## config.mk

```make
export PLATFORM = sky130hd
export DESIGN_NAME = mux_gate_arbiter
export DESIGN_NICKNAME = d
export VERILOG_FILES = /design/src/rtl/mux_gate_arbiter.sv
export SDC_FILE = /design/constraint.sdc
export NUM_CORES = 1
export LEC_CHECK = 0
export CAP_MARGIN = 30
export CORE_MARGIN = 3
export CORE_UTILIZATION = 46
export CTS_CLUSTER_SIZE = 40
export DETAILED_ROUTE_END_ITERATION = 6
export PLACE_DENSITY = 0.82
export SETUP_SLACK_MARGIN = 0.15
export SYNTH_ARGS = -nofsm -noshare
export SYNTH_HDL_FRONTEND = slang
export SYNTH_SLANG_ARGS = --single-unit
```

## constraint.sdc

```tcl
create_clock -name clk -period 2 [get_ports clk]
set_clock_uncertainty 0.1 [all_clocks]
set_input_delay 0.4 -clock clk [delete_from_list [all_inputs] [get_ports clk]]
set_output_delay 0.4 -clock clk [all_outputs]
set_load 0.05 [all_outputs]
```

## src/rtl/mux_gate_arbiter.sv

```systemverilog
`default_nettype none
// ============================================================================
//  Module      : mux_gate_arbiter
//  Description : Shares one mux-built bitwise gate unit (AND/OR/NAND/NOR/
//                XOR/XNOR) between N_REQ requesters. Round-robin arbitration
//                with a valid/ready request handshake and a single response
//                channel tagged with the requester ID.
//  Ports       : clk, rst              clock, synchronous active-high reset
//                req_valid/req_ready   per-requester request handshake
//                req_a/req_b/req_op    packed operands/opcodes, requester i at
//                                      [i*WIDTH +: WIDTH] / [i*3 +: 3]
//                rsp_valid/rsp_ready   response handshake
//                rsp_id/rsp_data/rsp_err  response payload
//  Config      : MUX_GATE_ARB_FIXED_PRIO_EN - when defined, lowest index
//                always wins and the round-robin pointer is removed.
//  Revision    : 1.0 - initial release
// ============================================================================
module mux_gate_arbiter #(
    parameter int N_REQ = 4,
    parameter int WIDTH = 8,
    parameter int ID_W  = 2
) (
    input  logic                   clk,
    input  logic                   rst,
    input  logic [N_REQ-1:0]       req_valid,
    output logic [N_REQ-1:0]       req_ready,
    input  logic [N_REQ*WIDTH-1:0] req_a,
    input  logic [N_REQ*WIDTH-1:0] req_b,
    input  logic [N_REQ*3-1:0]     req_op,
    output logic                   rsp_valid,
    input  logic                   rsp_ready,
    output logic [ID_W-1:0]        rsp_id,
    output logic [WIDTH-1:0]       rsp_data,
    output logic                   rsp_err
);

    typedef enum logic [1:0] {
        S_IDLE = 2'd0,
        S_EXEC = 2'd1,
        S_RESP = 2'd2
    } state_t;

    state_t            r_state;
    logic [WIDTH-1:0]  r_a;
    logic [WIDTH-1:0]  r_b;
    logic [2:0]        r_op;
    logic [ID_W-1:0]   r_id;
    logic              r_rsp_valid;
    logic [ID_W-1:0]   r_rsp_id;
    logic [WIDTH-1:0]  r_rsp_data;
    logic              r_rsp_err;

    logic [ID_W-1:0]   w_start;
    logic              w_any;
    logic [ID_W-1:0]   w_win;
    logic [WIDTH-1:0]  w_and;
    logic [WIDTH-1:0]  w_or;
    logic [WIDTH-1:0]  w_xor;
    logic [WIDTH-1:0]  w_res;
    logic              w_err;

    // Requester index at offset k from the search start, wrapping at N_REQ.
    function automatic logic [ID_W-1:0] rr_idx(input logic [ID_W-1:0] start, input int k);
        int s;
        s = int'(start) + k;
        if (s >= N_REQ) begin
            s = s - N_REQ;
        end
        return s[ID_W-1:0];
    endfunction

`ifdef MUX_GATE_ARB_FIXED_PRIO_EN
    assign w_start = '0;
`else
    logic [ID_W-1:0] r_ptr;
    assign w_start = r_ptr;
`endif

    // First valid requester found walking forward from the search start.
    always_comb begin
        w_any = 1'b0;
        w_win = '0;
        for (int k = 0; k < N_REQ; k++) begin
            if (!w_any && req_valid[rr_idx(w_start, k)]) begin
                w_any = 1'b1;
                w_win = rr_idx(w_start, k);
            end
        end
    end

    // Grant is only offered in IDLE and never while reset is being applied,
    // so a request seen during the reset cycle is not consumed.
    always_comb begin
        req_ready = '0;
        if ((r_state == S_IDLE) && !rst && w_any) begin
            req_ready[w_win] = 1'b1;
        end
    end

    // Gate unit: every bit is a 2:1 mux steered by b; inverted forms follow.
    always_comb begin
        for (int k = 0; k < WIDTH; k++) begin
            w_and[k] = r_b[k] ? r_a[k]  : 1'b0;
            w_or[k]  = r_b[k] ? 1'b1    : r_a[k];
            w_xor[k] = r_b[k] ? ~r_a[k] : r_a[k];
        end
    end

    always_comb begin
        w_res = '0;
        w_err = 1'b0;
        case (r_op)
            3'd0:    w_res = w_and;
            3'd1:    w_res = w_or;
            3'd2:    w_res = ~w_and;
            3'd3:    w_res = ~w_or;
            3'd4:    w_res = w_xor;
            3'd5:    w_res = ~w_xor;
            default: w_err = 1'b1;
        endcase
    end

    always_ff @(posedge clk) begin
        if (rst) begin
            r_state     <= S_IDLE;
            r_a         <= '0;
            r_b         <= '0;
            r_op        <= '0;
            r_id        <= '0;
            r_rsp_valid <= 1'b0;
            r_rsp_id    <= '0;
            r_rsp_data  <= '0;
            r_rsp_err   <= 1'b0;
`ifndef MUX_GATE_ARB_FIXED_PRIO_EN
            r_ptr       <= '0;
`endif
        end else begin
            case (r_state)
                S_IDLE: begin
                    if (w_any) begin
                        r_a     <= req_a[int'(w_win)*WIDTH +: WIDTH];
                        r_b     <= req_b[int'(w_win)*WIDTH +: WIDTH];
                        r_op    <= req_op[int'(w_win)*3 +: 3];
                        r_id    <= w_win;
                        r_state <= S_EXEC;
                    end
                end
                S_EXEC: begin
                    r_rsp_data  <= w_res;
                    r_rsp_err   <= w_err;
                    r_rsp_id    <= r_id;
                    r_rsp_valid <= 1'b1;
                    r_state     <= S_RESP;
                end
                S_RESP: begin
                    if (rsp_ready) begin
                        r_rsp_valid <= 1'b0;
                        r_state     <= S_IDLE;
`ifndef MUX_GATE_ARB_FIXED_PRIO_EN
                        // Search resumes just after the requester just served.
                        r_ptr       <= (r_id == ID_W'(N_REQ - 1)) ? '0 : r_id + 1'b1;
`endif
                    end
                end
                default: begin
                    r_state <= S_IDLE;
                end
            endcase
        end
    end

    assign rsp_valid = r_rsp_valid;
    assign rsp_id    = r_rsp_id;
    assign rsp_data  = r_rsp_data;
    assign rsp_err   = r_rsp_err;

endmodule
`default_nettype wire

```

==> results.toml <==
[cts]
numCtsBuffers = 5
cts_buffer_depth = 2
htree_levels = 2
hold_buffers = 0
cts_tree = "built"
clock_sinks = 37
cts-root-buf = "clkbuf_8"
clkTransAtPathRegs_ns = 0.07
clock_latency_ns = 0.30

[finish]
drive_above_1_share = 0.358
areaGrowthSynthToFinish_pct = 63.9
fin_util = 0.802
stdcell_area_mm2 = 0.00455
final_nets = 551
antennaDiodeCount = 0
stdcell_count = 524

[timing]
finalSetupViolCount = 0
slew_viol_final = 0
fmax_ghz = 0.508
fin_crit_sh = 0.985
tightest_slew_ns = 0.685
rsz0062_at_grt = "yes"
hold_viol = 0
min_period_ns = 1.97
timing.slew.headroom = 0.542

[synthesis]
async_flop_share = 0
ys.flop_type = "dfxtp_1"
ys_seq_area_frac = 0.267
synth.area.top_cells = "dfxtp_1, a221oi_2, ha_1"
synth_nets = 429
synth_enable_flop_cells = 0
avgSynthCellArea_um2 = 8.44
synth_seq_cells = 37
synth_top_area_share = 0.267
ys_types = 42
syn_inst = 329
synth_area_mm2 = 0.00278
synth_largest_area_cell = "dfxtp_1"
yosys_warnings = 0

[place]
portBuffers = 98
place_congestion = 0.839
dp_cells = 503
placedInstanceArea_mm2 = 0.00397
dp_hpwl_mm = 6.26

[power_and_ir_drop]
p_leak_nw = 1.78
power_mw = 2.70
powerDensity_mw_per_mm2 = 594
max-vdd-ir-drop_mv = 0.419

[drt]
drtIter0Drc = 146
drc = 0
vias = 2980
viasPerCell = 5.69
detail-route-antenna-nets = 0
routedWlPerCell_um = 18.0
dr.pass1.iters = 4
routed_wl_mm = 9.46

[critical_path]
cp.arrival_ns = 2.08
end_kind = "flip-flop"
cp_data_required_time_ns = 2.11
critPathKind = "flip-flop to flip-flop"
worst-path-max-fanout = 8
startpoint_type = "flip-flop"

[grt]
antenna_found_initial = 0
grt_pass1_vias = 2976
grt_pass1_wl_mm = 14.5
grt_usage = 0.254
grt_overflow = 0
grt_max_degree = 37

[floorplanning]
die_w_um = 83.7
start_util = 0.489
rows = 27
ios = 99
die_y_um = 83.7
core_mm2 = 0.00568
die_area_mm2 = 0.00700

[status]
status = "finished clean"

[flow_run]
drv_cap = 0

[worst_hold_path]
hold_path_class = "flip-flop to flip-flop"
per-stage QoR:
stage | TNS (ns) | worst slack, ns | hold WS [ns]
3_3_place_gp | -8.15 | -0.396 | 0.343
2_1_floorplan | -0.0402 | -0.0379 | 0.349
5_1_grt | -0.0915 | -0.0433 | 0.378
3_5_place_dp | -9.33 | -0.487 | 0.350
4_1_cts | 0 | 0.0461 | 0.360
6_report | 0 | 0.0300 | 0.356
worst max-delay path, stage by stage (launching register included):
cell and delay (ns):
dfxtp_4 0.38, buf_6 0.12, mux2i_2 0.13, o22a_2 0.29, buf_12 0.15, buf_16 0.13, a21boi_4 0.13, o21ai_2 0.08
buf_4 0.14, a221oi_2 0.22
cells by family (layout without fill, tap and decap cells):
logic type | count (synthesis) | count (layout) | synth area share
buffers and inverters | 57 | 180 | 0.100
xor gates and xnor gates | 16 | 16 | 0.0505
AOI/OAI and AO/OA | 126 | 126 | 0.359
DFF | 37 | 37 | 0.267
muxes | 5 | 5 | 0.0180
adders and majority gates | 17 | 17 | 0.0766
and+or+nand+nor | 71 | 71 | 0.129
area by class of cell:
class / count / area [um2]
Sequential cell: 37 / 751
Clock buffer: 6 / 72.6
Tap cell: 72 / 90.1
Fill cell: 356 / 1130
Inverter: 25 / 93.8
Timing Repair Buffer: 147 / 1460
Clock inverter: 2 / 10.0
Multi-Input combinational cell: 235 / 2080
report_power, final:
| group | switching, mW | total, mW | internal, mW | leakage, nW |
|---|---|---|---|---|
| combinational | 0.652 | 1.30 | 0.643 | 1.43 |
| clock | 0.273 | 0.514 | 0.242 | 0.0450 |
| sequential | 0.0711 | 0.895 | 0.824 | 0.307 |
path summary, 6_finish.rpt:
kind	start	end	slack [ns]	cells past startpoint
worst max-delay path	r_ptr[1]$_SDFFE_PP0P_	r_b[1]$_SDFFE_PP0P_	0.03	9
worst min-delay path	rsp_data[7]$_SDFFE_PP0P_	rsp_data[7]$_SDFFE_PP0P_	0.36	2
worst max register to register	r_ptr[1]$_SDFFE_PP0P_	r_b[1]$_SDFFE_PP0P_	0.03	9
worst min register to register	rsp_data[7]$_SDFFE_PP0P_	rsp_data[7]$_SDFFE_PP0P_	0.36	2
layer usage:
metal  routed length (um)  track usage  up-vias  share of wire
li1                     -            -     1446              -
met4                  232       0.0877        0          0.025
met5                    0            0        -              0
met3                  534       0.0563       18          0.056
met1                 3920        0.301     1404           0.41
met2                 4770        0.448      112           0.50
registers in the layout, summed over array words and instances, names as in the netlist:
register / count
r_b: 8
rsp_id: 2
r_ptr: 2
rsp_data: 8
r_op: 3
r_id: 2
rsp_valid: 1
r_a: 8
rsp_err: 1
r_state: 2
layout by cell type, fill, tap and decap left out, types with 7 or more instances in the layout:
cell             count
o21ai_1              7
buf_4               49
a221oi_2            24
o21ai_2             10
dfxtp_1             33
xnor2_1             16
ha_1                17
nand2_1             22
clkdlybuf4s50_1     78
a21oi_1             17
inv_1               24
a21boi_2            14
and3_4               8
a221oi_1             9
and3_1              12
o21ai_0             11
nor2_1               9
cells in the mapped netlist, types with 9 or more instances:
library cell	instances
nand2_1	22
o21ai_1	9
ha_1	17
dfxtp_1	37
xnor2_1	16
nor2_1	11
clkbuf_1	11
inv_1	24
buf_2	9
a21oi_1	20
a21boi_1	10
and3_1	20
a221oi_1	18
o21ai_0	23
a221oi_2	16
a21boi_0	9
timing repair:
item / in CTS / in global routing
hold endpoints to repair: 0 / 0
buffers inserted: 8 / 2
setup endpoints to repair: 23 / 23
pin swaps: 48 / 13
cloned: 3 / 0
resized for setup: 96 / 24
(Power assumes the default switching activity.)
